`src/rtl/utopia_pkg.sv`:
```
// Shared types and constants for the Utopia Level 1 Rx arbiter slice.
//   CELL_BYTES_DEF : default ATM cell length in bytes
//   rx_arb_state_t : transfer FSM states
//   utopia_byte_t  : one Utopia data byte
package utopia_pkg;

    localparam int unsigned CELL_BYTES_DEF = 53;

    typedef enum logic [1:0] {
        IDLE,
        XFER,
        DRAIN,
        GAP
    } rx_arb_state_t;

    typedef logic [7:0] utopia_byte_t;

endpackage

```
`src/rtl/rr_arbiter.sv`:
```
// Round-robin pick among NPORTS requesters with a registered pointer.
//   clk, rst_n : clock, asynchronous active-low reset (pointer -> 0)
//   req        : request vector
//   update     : advance the pointer past the current grant
//   gnt        : one-hot grant (combinational)
//   gnt_idx    : index of the grant (combinational)
//   valid      : at least one request present
module rr_arbiter #(
    parameter int unsigned NPORTS = 4
) (
    input  logic                      clk,
    input  logic                      rst_n,
    input  logic [NPORTS-1:0]         req,
    input  logic                      update,
    output logic [NPORTS-1:0]         gnt,
    output logic [$clog2(NPORTS)-1:0] gnt_idx,
    output logic                      valid
);

    localparam int unsigned IDXW = $clog2(NPORTS);

    logic [IDXW-1:0] ptr;
    logic [IDXW-1:0] cand;
    int unsigned     k;

    // First requester at or after the pointer, wrapping around.
    always_comb begin
        gnt     = '0;
        gnt_idx = '0;
        valid   = 1'b0;
        k       = 0;
        cand    = '0;
        for (int unsigned i = 0; i < NPORTS; i++) begin
            k    = (int'(ptr) + i) % NPORTS;
            cand = IDXW'(k);
            if (!valid && req[cand]) begin
                valid   = 1'b1;
                gnt_idx = cand;
            end
        end
        if (valid) begin
            gnt[gnt_idx] = 1'b1;
        end
    end

    always_ff @(posedge clk or negedge rst_n) begin
        if (!rst_n) begin
            ptr <= '0;
        end else if (update && valid) begin
            ptr <= (gnt_idx == IDXW'(NPORTS - 1)) ? '0 : gnt_idx + IDXW'(1);
        end
    end

endmodule

```
`src/rtl/utopia_rx_arbiter.sv`:
```
// ATM-layer receive controller: polls NPORTS Utopia Level 1 Rx PHYs,
// grants them round-robin, pulls one whole cell per grant, checks SOC
// framing and forwards port-tagged bytes.
//   clk, rst_n  : clock, asynchronous active-low reset
//   port_en     : per-port arbitration mask
//   rx_clav     : PHY cell-available flags
//   rx_en       : per-port read enable (at most one bit set)
//   rx_soc      : PHY start-of-cell flags
//   rx_data     : PHY data, port p in [8p+7:8p]
//   out_ready   : downstream can absorb the 2-byte in-flight window
//   out_valid, out_data, out_sop, out_eop, out_err, out_port : cell stream
//   soc_err_cnt : saturating count of aborted cells
module utopia_rx_arbiter
    import utopia_pkg::*;
#(
    parameter int unsigned NPORTS     = 4,
    parameter int unsigned CELL_BYTES = CELL_BYTES_DEF,
    parameter int unsigned ERRW       = 16
) (
    input  logic                      clk,
    input  logic                      rst_n,
    input  logic [NPORTS-1:0]         port_en,
    input  logic [NPORTS-1:0]         rx_clav,
    output logic [NPORTS-1:0]         rx_en,
    input  logic [NPORTS-1:0]         rx_soc,
    input  logic [8*NPORTS-1:0]       rx_data,
    input  logic                      out_ready,
    output logic                      out_valid,
    output utopia_byte_t              out_data,
    output logic                      out_sop,
    output logic                      out_eop,
    output logic                      out_err,
    output logic [$clog2(NPORTS)-1:0] out_port,
    output logic [ERRW-1:0]           soc_err_cnt
);

    localparam int unsigned     IDXW     = $clog2(NPORTS);
    localparam int unsigned     CNTW     = $clog2(CELL_BYTES + 1);
    localparam logic [CNTW-1:0] LAST_IDX = CNTW'(CELL_BYTES - 1);
    localparam logic [CNTW-1:0] FULL_CNT = CNTW'(CELL_BYTES);

    rx_arb_state_t     state, state_nxt;
    logic [NPORTS-1:0] req, arb_gnt, grant_oh;
    logic [IDXW-1:0]   arb_idx, grant_idx;
    logic              arb_valid, arb_update;
    logic [CNTW-1:0]   issued, captured;
    logic              issue, en_d1, capture, cap_soc, frame_err;
    utopia_byte_t      lane [NPORTS];
    utopia_byte_t      cap_data;

    for (genvar g = 0; g < NPORTS; g++) begin : g_lane
        assign lane[g] = rx_data[8*g +: 8];
    end

    assign req        = rx_clav & port_en;
    assign arb_update = (state == IDLE) && arb_valid;

    rr_arbiter #(.NPORTS(NPORTS)) u_rr (
        .clk     (clk),
        .rst_n   (rst_n),
        .req     (req),
        .update  (arb_update),
        .gnt     (arb_gnt),
        .gnt_idx (arb_idx),
        .valid   (arb_valid)
    );

    assign issue = (state == XFER) && out_ready && (issued != FULL_CNT);
    assign rx_en = issue ? grant_oh : '0;

    // en_d1 marks the cycle the PHY is presenting a byte we asked for.
    // Bytes still in flight after an abort arrive in GAP and are dropped.
    assign capture   = en_d1 && ((state == XFER) || (state == DRAIN));
    assign cap_data  = lane[grant_idx];
    assign cap_soc   = rx_soc[grant_idx];
    assign frame_err = capture && (cap_soc != (captured == '0));

    always_comb begin
        state_nxt = state;
        unique case (state)
            IDLE:  if (arb_valid) state_nxt = XFER;
            XFER: begin
                if (frame_err)                            state_nxt = GAP;
                else if (issue && (issued == LAST_IDX))   state_nxt = DRAIN;
            end
            DRAIN: begin
                // captured reaches FULL_CNT in the cycle the last byte is on out_*
                if (frame_err || (captured == FULL_CNT))  state_nxt = GAP;
            end
            GAP:   state_nxt = IDLE;
            default: state_nxt = IDLE;
        endcase
    end

    always_ff @(posedge clk or negedge rst_n) begin
        if (!rst_n) begin
            state       <= IDLE;
            grant_oh    <= '0;
            grant_idx   <= '0;
            issued      <= '0;
            captured    <= '0;
            en_d1       <= 1'b0;
            out_valid   <= 1'b0;
            out_data    <= '0;
            out_sop     <= 1'b0;
            out_eop     <= 1'b0;
            out_err     <= 1'b0;
            out_port    <= '0;
            soc_err_cnt <= '0;
        end else begin
            state <= state_nxt;
            en_d1 <= issue;
            if (arb_update) begin
                grant_oh  <= arb_gnt;
                grant_idx <= arb_idx;
                issued    <= '0;
                captured  <= '0;
            end else begin
                if (issue)   issued   <= issued + CNTW'(1);
                if (capture) captured <= captured + CNTW'(1);
            end
            out_valid <= capture;
            out_data  <= capture ? cap_data : '0;
            out_sop   <= capture && (captured == '0);
            out_eop   <= capture && ((captured == LAST_IDX) || frame_err);
            out_err   <= frame_err;
            out_port  <= capture ? grant_idx : '0;
            if (frame_err && (soc_err_cnt != '1)) begin
                soc_err_cnt <= soc_err_cnt + ERRW'(1);
            end
        end
    end

endmodule

```
`config.mk`:
```
export PLATFORM = sky130hd
export DESIGN_NAME = utopia_rx_arbiter
export DESIGN_NICKNAME = d
export VERILOG_FILES = /design/src/rtl/utopia_pkg.sv /design/src/rtl/rr_arbiter.sv /design/src/rtl/utopia_rx_arbiter.sv
export SDC_FILE = /design/constraint.sdc
export NUM_CORES = 1
export LEC_CHECK = 0
export ABC_AREA = 0
export BUFFER_PORTS_ARGS = -buffer_cell sky130_fd_sc_hd__buf_4
export CAP_MARGIN = 10
export CORE_MARGIN = 4
export CORE_UTILIZATION = 30
export DETAILED_ROUTE_END_ITERATION = 7
export HOLD_SLACK_MARGIN = 0.06
export PLACE_DENSITY_LB_ADDON = 0.2
export SYNTH_ARGS = -nofsm -noshare
export SYNTH_HDL_FRONTEND = slang
export SYNTH_SLANG_ARGS = --single-unit
export TNS_END_PERCENT = 5
```
`constraint.sdc`:
```
create_clock -name clk -period 2.16 [get_ports clk]
set_input_delay 0.108 -clock clk [delete_from_list [all_inputs] [get_ports clk]]
set_output_delay 0.108 -clock clk [all_outputs]
set_load 0.02 [all_outputs]
```
======== After elaboration in Yosys (flattened, before gate mapping) ========
Cells that the tools add are included.
word-level totals
  register bits ........................... 53
  input bits .............................. 47
  output and inout bits ................... 34
operators by class
  add/subtract/negate cells ............... 7
  $lt $le $gt $ge ......................... 8
  eq/ne operators ......................... 13
  multiplexer cells ....................... 37
  bitwise gates (word level) .............. 2
  reductions and logical operators ........ 25
operator list
  operator                                                   count
  two-way mux 6 bit                                          4
  two-way mux 8 bit                                          3
  two-way mux 2 bit                                          10
  == test 6 bit (second input constant)                      3
  < comparator 2 x 3 -> 1 bit (second input constant)        6
  adder 16 x 1 -> 16 bit (second input constant)             1
  binary-select mux 8 bit (select 2 bit)                     1
  inequality test 16 bit (second input constant)             1
  logical AND 1 bit                                          14
  adder 6 x 1 -> 6 bit (second input constant)               2
  binary-select mux 1 bit (select 2 bit)                     5
  two-way mux 1 bit                                          10
  two-way mux 4 bit                                          2
  one-hot mux 2 bit (4 select lines)                         1
  == test 2 bit (second input constant)                      3
  logical NOT 6 bit                                          1
  inequality test 6 bit (second input constant)              1
  adder 2 x 1 -> 2 bit (second input constant)               2
  adder 2 bit (second input constant)                        2
  AND 4 bit                                                  1
  nonzero test 2 bit                                         2
  greater-or-equal comparator 3 bit (second input constant)  1
  logical NOT 1 bit                                          3
  logical OR 1 bit                                           3
  10 further kinds                                           10

======== Depth between registers and ports, before layout ========
Gate-level depths: netlist of run 1.
  depth after elaboration ................. 18
  mapped depth ............................ 10
  gate-level depth less buffers ........... 9

======== Cells and area by module ========
A second synthesis of run 1 with hierarchy kept.
second synthesis, totals
  cell total of the unflattened synthesis .. 257
  area, all modules ....................... 2,940.3 µm²
by module, submodules not included
  module             times used  cells each  area an instance (µm²)
  utopia_rx_arbiter  1           227         2,677.6
  rr_arbiter         1           30          262.8

======== Worst setup path after synthesis of run 1 ========
OpenSTA, ideal clock, no wires.
  path type ............................... flip-flop to flip-flop
  start point ............................. register state[0]
  end point ............................... register soc_err_cnt[1]
  setup time .............................. 0.125 ns
  arrival ................................. 1.960 ns
  path slack .............................. 0.076 ns
  stages on the path, launching flop included .. 10
  buffers on the path ..................... 0
  period minus slack after synthesis ...... 2.084 ns
  cell sequence ........................... dfrtp_1 inv_1 ha_1 nand2_1 inv_1 and3_2 mux2i_4 inv_2 nand2_1 mux2_2
on the way
  longest elaborated chain between the ends .. 5
  elaborated cells on any way between the ends .. 6
  classes of those cells .................. eq/ne: 2; reduce/logical: 4
ends and longest elaborated chain
  element                                                  line                      RTL
  start, declared                                          utopia_rx_arbiter.sv:42   rx_arb_state_t state, state_nxt;
  start signal, assigned                                   utopia_rx_arbiter.sv:111  state <= state_nxt;
  == test 2 x 1 -> 1 bit or == test 2 bit (tied branches)  utopia_rx_arbiter.sv:73   assign capture = en_d1 && ((state == XFER) || (state == DRAIN));
  logical OR 1 bit (*)                                     utopia_rx_arbiter.sv:73
  logical AND 1 bit (*)                                    utopia_rx_arbiter.sv:73
  logical AND 1 bit (*)                                    utopia_rx_arbiter.sv:76   assign frame_err = capture && (cap_soc != (captured == '0));
  logical AND 1 bit (*)                                    utopia_rx_arbiter.sv:128  if (frame_err && (soc_err_cnt != '1)) begin
  end signal, assigned                                     utopia_rx_arbiter.sv:129  soc_err_cnt <= soc_err_cnt + ERRW'(1);
  end, declared                                            utopia_rx_arbiter.sv:34   output logic [ERRW-1:0] soc_err_cnt
Mark *: on every way between the ends. The rest lies on a longest branch, timed or not.
A chain may end at the register's enable or synchronous reset.

======== Worst setup path after layout of run 1 ========
  start point ............................. register captured[1]
  end point ............................... register soc_err_cnt[7]
on the way
  longest elaborated chain between the ends .. 4
ends and longest elaborated chain
  element                 line                      RTL
  start, declared         utopia_rx_arbiter.sv:46   logic [CNTW-1:0] issued, captured;
  start signal, assigned  utopia_rx_arbiter.sv:120  if (capture) captured <= captured + CNTW'(1);
  logical NOT 6 bit       utopia_rx_arbiter.sv:76
  inequality test 1 bit   utopia_rx_arbiter.sv:76
  logical AND 1 bit       utopia_rx_arbiter.sv:76
  logical AND 1 bit       utopia_rx_arbiter.sv:128
No other way between the ends.

==> metrics.yaml, run 1 <==
power:
  p_per_area_nw_per_um2: 952
  power.leakage_nw: 1.85
  vdd_drop_max_mv: 0.451
  p_total_mw: 3.61
timing:
  period_needed_ps: 2030
  tightest_slew_ps: 680
  setup_viol: 0
  finalMaxSlewViolations: 0
  fin_crit_sh: 0.938
  rsz0062_at_grt: "no"
  skew_ps: 7.68
  timing.fmax_mhz: 494
  hold_viol_final: 0
  maxSlewHeadroom: 0.547
  fin_tns_setup_ps: 0
synth:
  synthFlopType: "dfrtp_1"
  yosysSeqAreaShare: 0.469
  synthCells: 264
  synthTopCellsByArea: "dfrtp_1 (47%), ha_1 (6.6%), mux4_2 (6.4%)"
  synth_edf_count: 0
  synth_warnings: 0
  synth_nets: 326
  synth_area_leader_cell: "dfrtp_1"
  synth_top_area_share: 0.469
  synthArstFlopShare: 1.00
  yosysUniqueCellTypes: 44
  syn_area_sq_um: 2830
  syn_area_per_cell_sq_um: 10.7
  ys_seq_elements: 53
critical_path:
  cp_data_arrival_time_ps: 2210
  worstPathCellList: "inv_1 > ha_1 > nor4b_2 > and3_2 > mux2i_4 > buf_4 > o41ai_1 > o41ai_1"
  crit_required_ps: 2340
  cp_common_cell: "o41ai_1"
  critPathTopFamily: "simple AND/OR/NAND/NOR gates"
  endpoint_kind: "flop"
  slowest_delay_ps: 400
  path_buf_inv: 2
  crit_path_top_delay_cell: "dfrtp_1"
  critPathKind: "reg -> reg"
  crit_path_max_fanout: 5
  crit_path_start_kind: "flop"
clock_tree:
  cts-buffers-inserted: 5
  clk_pin_slew_ps: 90
  clock_path_buffers: 2
  h-tree-depth: 2
  cts_tree: "built"
  clockRootBuffer: "clkbuf_8"
  clkSinkCount: 53
  worstSkewPairLatency_ps: 300
drt:
  wl_mm: 6.67
  drc: 0
  ant_nets: 0
  drtIter0Drc: 59
  num_vias: 2249
  wl_per_cell_um: 14.2
  viasPerCell: 4.77
  first_pass_iters: 4
placement:
  dp_hpwl_mm: 5.09
  port_buffers: 80
  place_congestion: 0.780
layout:
  mostFrequentLayoutCells: "buf_4 (95), dfrtp_1 (53), nand2_1 (37)"
  final_nets: 421
  area_growth_pct: 33.9
  antenna_cells: 0
  nFillCells: 904
  final_common_cell: "buf_4"
  final-seq-area_sq_um: 1330
  multi_input_area_sq_um: 1450
  drive_above_1_share: 0.347
floorplanning:
  rows: 35
  top_level_ports: 81
  die_h_um: 105
  start_util: 0.308
  core_area_sq_um: 9200
  die_w_um: 105
  dieArea_sq_um: 11100
global_route:
  grt_pass1_vias: 2346
  overflow: 0
  gr-usage-all-layers: 0.127
  grt_pass1_wl_mm: 11.4
  antenna_found_initial: 0
  grt_max_degree: 54
hold_path:
  hp-class: "in -> reg"
run:
  drv_cap: 0
run_status:
  status: "finished, final reports clean"
[cells in the mapped netlist, types with 3 or more instances]
library cell and n:
xor2_1 7, nand4_1 13, nand2_1 37, xnor2_1 15
nor2_1 17, buf_2 3, mux2_2 5, a21oi_1 4
nor3_1 4, nand3_1 9, ha_1 15, clkbuf_1 3
mux2i_1 3, inv_1 9, o21ai_0 4, and2_1 14
dfrtp_1 53, mux4_2 8, and3_1 8, nand4b_1 3
[state kept, by name, summed over array words and instances (netlist names), 4 cells and up]
signal,flops
soc_err_cnt,16
out_data,8
captured,6
issued,6
grant_oh,4
[where the power goes]
group	switching, mW	internal, mW
Combinational	0.753	0.775
Clock	0.322	0.378
Sequential	0.186	1.19
[worst register-to-register path, stage by stage (launching register included)]
cell	delay [ps]
dfrtp_1	400
inv_1	100
ha_1	170
nor4b_2	270
and3_2	260
mux2i_4	100
buf_4	150
o41ai_1	350
o41ai_1	120
[stage by stage]
stage | std cells | hold slack, ps | worst slack, ps | area (sq um) | utilization
2_1_floorplan | 264 | -188 | 75.7 | 2830 | -
3_3_place_gp | 459 | 203 | 122 | 3620 | 0.393
3_5_place_dp | 459 | 206 | 23.7 | 3620 | 0.393
4_1_cts | 468 | 148 | 21.0 | 3740 | 0.407
5_1_grt | 471 | 160 | 16.0 | 3790 | 0.412
6_report | 471 | 163 | 134 | 3790 | 0.412
[area by class of cell]
| class | count | share of cell area |
|---|---|---|
| clock buffer | 7 | 0.0228 |
| clock inverter | 1 | 0.00792 |
| inverter | 10 | 0.00990 |
| multi-input combinational | 193 | 0.382 |
| sequential | 53 | 0.350 |
| tap | 111 | 0.0366 |
| timing repair buffer | 96 | 0.191 |
[per-layer routing]
layer / global-route usage / up-vias / wire length, um
met2: 0.219 / 44 / 3400
met1: 0.160 / 1082 / 2960
met3: 0.0272 / 9 / 212
li1: - / 1114 / -
met5: 0 / - / 0
met4: 0.0375 / 0 / 97
[what timing repair did]
| item | CTS | global route |
|---|---|---|
| setup endpoints to repair | 0 | 15 |
| setup buffers | 0 | 3 |
| gates resized for setup | 0 | 5 |
| hold buffers | 1 | 0 |
| endpoints found under the hold margin | 53 | 0 |
[final timing paths]
check | start | end | slack [ps] | cells past startpoint
max in group asynchronous | rst_n | issued[3]$_DFFE_PN0P_ | 1320 | 2
min in group asynchronous | rst_n | out_data[2]$_DFF_PN0_ | 380 | 2
worst min-delay path | out_ready | en_d1$_DFF_PN0_ | 160 | 3
worst max register to register | captured[1]$_DFFE_PN0P_ | soc_err_cnt[7]$_DFFE_PN0P_ | 130 | 8
worst min register to register | grant_oh[3]$_DFFE_PN0N_ | grant_oh[3]$_DFFE_PN0N_ | 480 | 2
worst max-delay path | captured[1]$_DFFE_PN0P_ | soc_err_cnt[7]$_DFFE_PN0P_ | 130 | 8
[cells by family after synthesis]
group                    Yosys count  share of synthesized area
adder cells (fa/ha/maj)           15                     0.0663
AO/OA/AOI/OAI                     24                     0.0597
XOR/XNOR                          22                     0.0681
multiplexers                      17                      0.102
flip-flops                        53                      0.469
AND/OR/NAND/NOR                  115                      0.207
buffers and inverters             18                     0.0278
No activity file was read; power rests on OpenSTA's default activity.
==> run 2: changes to the inputs <==
Settings changed: ABC_AREA 0 to 1.
==> run 2 against run 1 <==
Compared with the run above: final cell count rose by 37%; hold slack got worse by 62 ps; highest routed layer unchanged; total power rose by 19%; area after synthesis rose by 12%; clock-buffer cell count fell by 1; die area rose by 11%; flip-flop and latch count did not move; fmax rose by 5.3%; register-to-register slack improved by 100 ps; global-route usage rose by 0.37 points.
==> metrics.yaml, run 2 <==
timing:
  setup_viol: 0
  timing.fmax_mhz: 520
  maxSlewHeadroom: 0.530
  fin_tns_setup_ps: 0
  rsz0062_at_grt: "no"
  whs_ps: 100
  hold_viol_final: 0
  fin_crit_sh: 0.891
  finalMaxSlewViolations: 0
  tightest_slew_ps: 704
  period_needed_ps: 1920
  skew_ps: 10.4
global_route:
  met3_usage: 0.0311
  grtUsageMet2: 0.228
  grtUsageMet1: 0.169
  grt_max_degree: 54
  antenna_found_initial: 0
  grt_most_used_layer: "met2"
  grt_pass1_vias: 2935
  overflow: 0
  gr-usage-all-layers: 0.131
  grt_pass1_wl_mm: 13.7
critical_path:
  endpoint_kind: "flop"
  crit_path_start_kind: "flop"
  timing.rr.start: "state[0]$_DFFE_PN0P_"
  cp_data_arrival_time_ps: 2100
  crit_path_max_fanout: 8
  critPathKind: "reg -> reg"
  crit_required_ps: 2340
  startpoint: "state[0]$_DFFE_PN0P_"
synth:
  synth_nets: 482
  syn_area_sq_um: 3170
  syn_area_per_cell_sq_um: 7.55
  yosys.area_share.simple: 0.342
  yosys-top-cells-count: "nand2_1 (115), nor2_1 (64), dfrtp_1 (53)"
  yosysSeqAreaShare: 0.418
  synth_edf_count: 0
  synthTopCellsByArea: "dfrtp_1 (42%), nand2_1 (14%), nor2_1 (7.6%)"
  yosysUniqueCellTypes: 29
  synth_top_area_share: 0.418
  synth_warnings: 0
  synth_xor_area_frac: 0.0470
  synthArstFlopShare: 1.00
  synth_top_family_by_area: "simple AND/OR/NAND/NOR gates"
  yosysMostFrequentCell: "nand2_1"
  ys_seq_elements: 53
  synth_compound_area_frac: 0.0679
  synth_area_leader_cell: "dfrtp_1"
  synthFlopType: "dfrtp_1"
  synthAdderAreaFrac: 0.0592
  muxShareOfSynthArea: 0
  synthCells: 420
layout:
  largest_register_ffs: 16
  area_growth_pct: 28.7
  regMostFlops: "soc_err_cnt"
  multi_input_area_sq_um: 1650
  final_nets: 569
  post-route-util: 0.395
  final_common_cell: "nand2_1"
  mostFrequentLayoutCells: "nand2_1 (113), buf_4 (90), nor2_1 (63)"
  final-seq-area_sq_um: 1330
  antenna_cells: 0
  nFillCells: 1073
  drive_above_1_share: 0.244
  reg_top3: "soc_err_cnt (16), out_data (8)"
clock_tree:
  cts-buffers-inserted: 5
  h-tree-depth: 2
  clkSinkCount: 53
  clockRootBuffer: "clkbuf_8"
  clock_path_buffers: 2
  cts_tree: "built"
  worstSkewPairLatency_ps: 300
  clk_pin_slew_ps: 100
drt:
  wl_mm: 8.08
  num_vias: 2944
  first_pass_iters: 4
  drtIter0Drc: 73
  wl_per_cell_um: 12.5
  drc: 0
  ant_nets: 0
  viasPerCell: 4.57
run_status:
  status: "finished, final reports clean"
placement:
  place_congestion: 0.790
  dp_hpwl_mm: 6.25
  port_buffers: 80
power:
  power_frac_comb: 0.525
  p_total_mw: 4.31
  power_frac_clock: 0.158
  switching_share: 0.452
  power.leakage_nw: 2.04
  p_sw_mw: 1.95
  pwr-share-seq: 0.317
  vdd_drop_max_mv: 0.718
  p_int_mw: 2.36
  p_per_area_nw_per_um2: 1060
floorplanning:
  dieArea_sq_um: 12300
  start_util: 0.307
  core_area_sq_um: 10300
  die_w_um: 111
  top_level_ports: 81
  rows: 37
  die_h_um: 111
run:
  drv_cap: 0
hold_path:
  hold_start: "rx_data[28]"
  hp-class: "in -> reg"
[run 2: changes by cell type in the layout (fill, tap and decap cells not counted), sizes merged, moves of 6 or more]
cell / delta
and3: -9
xnor2: -7
nand4: -8
nand2: +83
and2: -14
mux4: -8
nand3: +28
a21oi: +7
inv: +25
o21ai: +24
nor2: +56
nor3: +6
[run 2: per-stage QoR]
| step | cells | instance area, sq um | setup slack (ps) |
|---|---|---|---|
| floorplan | 420 | 3170 | 372 |
| detailed placement | 634 | 3940 | 75.9 |
| global placement | 634 | 3940 | 192 |
| finish | 644 | 4080 | 235 |
| global route | 644 | 4080 | 3.31 |
| CTS | 643 | 4060 | 65.3 |
[run 2: path summary, 6_finish.rpt]
kind / to / depth (start not counted) / slack (ps)
hold reg to reg: grant_oh[3]$_DFFE_PN0N_ / 2 / 530
hold / removal: out_data[4]$_DFF_PN0_ / 3 / 100
setup reg to reg: captured[5]$_DFFE_PN0P_ / 7 / 240
min in group asynchronous: out_data[2]$_DFF_PN0_ / 2 / 370
max in group asynchronous: u_rr.ptr[0]$_DFFE_PN0P_ / 2 / 1260
setup / recovery: captured[5]$_DFFE_PN0P_ / 7 / 240
[run 2: power groups by stage]
stage               Combinational, mW  Clock [mW]  Sequential (mW)
finish                           2.26       0.681             1.36
global route                     2.58       0.753             1.39
CTS                              2.24       0.715             1.36
detailed placement               2.23           0             1.39
global placement                 2.20           0             1.38
floorplan                        1.58           0             1.41
[run 2: cell families (layout without fill, tap and decap cells)]
family,after synthesis,after routing
flops,53,53
buf+inv,47,135
fa+ha+maj,15,15
simple gates,247,247
compound gates,41,41
xor+xnor,17,17
[run 2: metal layers]
layer,vias up,part of all wire
met3,6,0.033
met4,0,0.0071
met5,-,0
met2,48,0.50
met1,1385,0.46
li1,1505,-
[run 2: what timing repair did]
item,4_1_cts,5_1_grt
hold endpoints to repair,53,0
buffers inserted,0,1
hold buffers,1,0
endpoints found under the setup margin,0,8
resized for setup,0,5
[run 2: final cells by class]
class	count	share of cell area
tap	136	0.0417
sequential	53	0.325
timing repair buffer	91	0.168
clock inverter	2	0.00951
inverter	36	0.0337
clock buffer	6	0.0178
multi-input combinational	320	0.404
[run 2: worst max-delay path, cell delays in order, from the launching register on]
cell and delay, ps:
dfrtp_1 400, inv_1 90, ha_1 300, nand2_1 200, nor4_1 430, nand3_1 150, xor2_1 190, nor2_2 40
==> run 3: changes to the inputs <==
Settings changed: BUFFER_PORTS_ARGS -buffer_cell sky130_fd_sc_hd__buf_4 to -buffer_cell sky130_fd_sc_hd__clkbuf_2, CORE_MARGIN 4 to default, CTS_CLUSTER_SIZE from default to 14.
==> run 3 against run 2 <==
Compared with the run above: clock power fell by 17%; critical path depth up 8; first-iteration DRC count up 90%; highest routed layer unchanged; largest power group unchanged; combinational power decreased by 4%; utilization shrank 1.9 points; critical endpoint is now grant_oh[0]$_DFFE_PN0N_; register-to-register slack lost 20 ps; final cell count increased by 0.16%; worst setup slack worse by 17 ps; clock-buffer cell count did not move; wire length is 7.0% lower; clock skew shrank 1.0 ps.
==> metrics.yaml, run 3 (synthesis results as in run 2) <==
floorplanning:
  start_util: 0.308
  rows: 37
  top_level_ports: 81
  die_h_um: 105
  core_area_sq_um: 10300
  dieArea_sq_um: 11000
  die_w_um: 105
drt:
  ant_nets: 0
  viasPerCell: 4.51
  drtIter0Drc: 139
  drc: 0
  wl_mm: 7.52
  wl_per_cell_um: 11.7
  first_pass_iters: 4
  num_vias: 2908
layout:
  final_common_cell: "nand2_1"
  nFillCells: 1100
  largest_register_ffs: 16
  drive_above_1_share: 0.246
  mostFrequentLayoutCells: "nand2_1 (113), clkbuf_2 (80), nor2_1 (63)"
  multi_input_area_sq_um: 1650
  final_nets: 570
  final-seq-area_sq_um: 1330
  reg_top3: "soc_err_cnt (16), out_data (8)"
  antenna_cells: 0
  area_growth_pct: 21.9
  regMostFlops: "soc_err_cnt"
critical_path:
  endpoint_kind: "flop"
  critPathKind: "reg -> reg"
  crit_path_max_fanout: 9
  timing.rr.start: "u_rr.ptr[0]$_DFFE_PN0P_"
  path_buf_inv: 3
  worstPathCellList: "inv_4 > nand2_1 > nand2_1 > nand2_1 > nand2_2 > inv_1 > nand2_1 > nand2_1 > nand2_1 > nand2_1 > nor2_4 > inv_1 > ha_1 > nand2_1 > o21ai_0"
  cp_common_cell: "nand2_1"
  path_depth: 15
  critPathTopFamily: "simple AND/OR/NAND/NOR gates"
  crit_required_ps: 2340
  reg2reg_depth: 15
  crit_path_top_delay_cell: "dfrtp_2"
  r2r-end: "grant_oh[0]$_DFFE_PN0N_"
  slowest_delay_ps: 480
  ff2ff_setup_slack_ps: 220
  cp_data_arrival_time_ps: 2120
  startpoint: "u_rr.ptr[0]$_DFFE_PN0P_"
  crit_path_start_kind: "flop"
  crit_end: "grant_oh[0]$_DFFE_PN0N_"
timing:
  hold_viol_final: 0
  timing.fmax_mhz: 515
  fin_tns_setup_ps: 0
  whs_ps: 90.3
  tightest_slew_ps: 693
  rsz0062_at_grt: "no"
  period_needed_ps: 1940
  finalMaxSlewViolations: 0
  maxSlewHeadroom: 0.538
  skew_ps: 9.45
  setup_viol: 0
  fin_crit_sh: 0.899
power:
  p_per_area_nw_per_um2: 1060
  vdd_drop_max_mv: 0.530
  p_total_mw: 4.10
  power.leakage_nw: 1.98
run_status:
  status: "finished, final reports clean"
global_route:
  grt_max_degree: 54
  antenna_found_initial: 0
  gr-usage-all-layers: 0.145
  overflow: 0
  grt_pass1_wl_mm: 13.2
  grt_pass1_vias: 2873
clock_tree:
  cts-buffers-inserted: 5
  worstSkewPairLatency_ps: 300
  cts_tree: "built"
  clock_path_buffers: 2
  clockRootBuffer: "clkbuf_8"
  clkSinkCount: 53
  h-tree-depth: 2
  clk_pin_slew_ps: 100
placement:
  port_buffers: 80
  dp_hpwl_mm: 5.79
  place_congestion: 0.791
hold_path:
  hp-class: "in -> reg"
run:
  drv_cap: 0
run 3: changes by cell type in the layout (fill, tap and decap cells not counted):
cell / delta
buf_4: -79
o21ai_0: -1
o21ai_1: +1
clkbuf_2: +80
clkinv_4: -1
bufinv_16: -1
inv_6: +1
clkinv_2: +1
run 3: final cells by class:
class	instances	share of cell area
repair buffers	92	0.128
flip-flops and latches	53	0.344
multi-input cells	320	0.427
well taps	136	0.0441
clock inverters	2	0.00356
inverters	36	0.0356
clock buffers	6	0.0188
run 3: power breakdown:
group          total, mW  internal, mW  leakage (nW)  switching [mW]
clock              0.565         0.232        0.0456           0.333
sequential          1.37          1.19         0.707           0.172
combinational       2.16         0.749          1.23            1.41
total               4.10          2.18          1.98            1.92
run 3: metrics by stage:
step	instances	setup WS, ps	cell area [sq um]	util
2_1_floorplan	420	372	3170	-
3_3_place_gp	635	180	3740	0.364
3_5_place_dp	635	60.3	3740	0.364
4_1_cts	644	56.7	3840	0.374
5_1_grt	645	23.1	3860	0.376
6_report	645	218	3860	0.376
run 3: what timing repair did:
item,in CTS,in global routing
hold endpoints to repair,53,0
hold buffers,1,0
gates resized for setup,0,6
buffers inserted,0,1
endpoints found under the setup margin,0,8
run 3: worst min-delay path by stage:
stage / to / cells after the start / from / slack, ps
finish: out_data[1]$_DFF_PN0_ / 3 / rx_data[25] / 90
global route: out_data[6]$_DFF_PN0_ / 3 / rx_data[30] / 100
CTS: out_data[1]$_DFF_PN0_ / 3 / rx_data[25] / 80
detailed placement: out_data[2]$_DFF_PN0_ / 2 / rst_n / 290
global placement: out_data[2]$_DFF_PN0_ / 2 / rst_n / 280
floorplan: captured[0]$_DFFE_PN0P_ / 0 / rst_n / -190
run 3: layer usage:
| metal | share of wire | track usage | vias up |
|---|---|---|---|
| li1 | - | - | 1508 |
| met1 | 0.47 | 0.187 | 1344 |
| met2 | 0.48 | 0.256 | 54 |
| met3 | 0.043 | 0.0268 | 2 |
| met4 | 0.00027 | 0.0241 | 0 |
| met5 | 0 | 0 | - |
run 3: tightest hold or removal path, stage by stage:
cell and delay, ps:
clkbuf_2 80, o21ai_0 60, a21oi_1 120
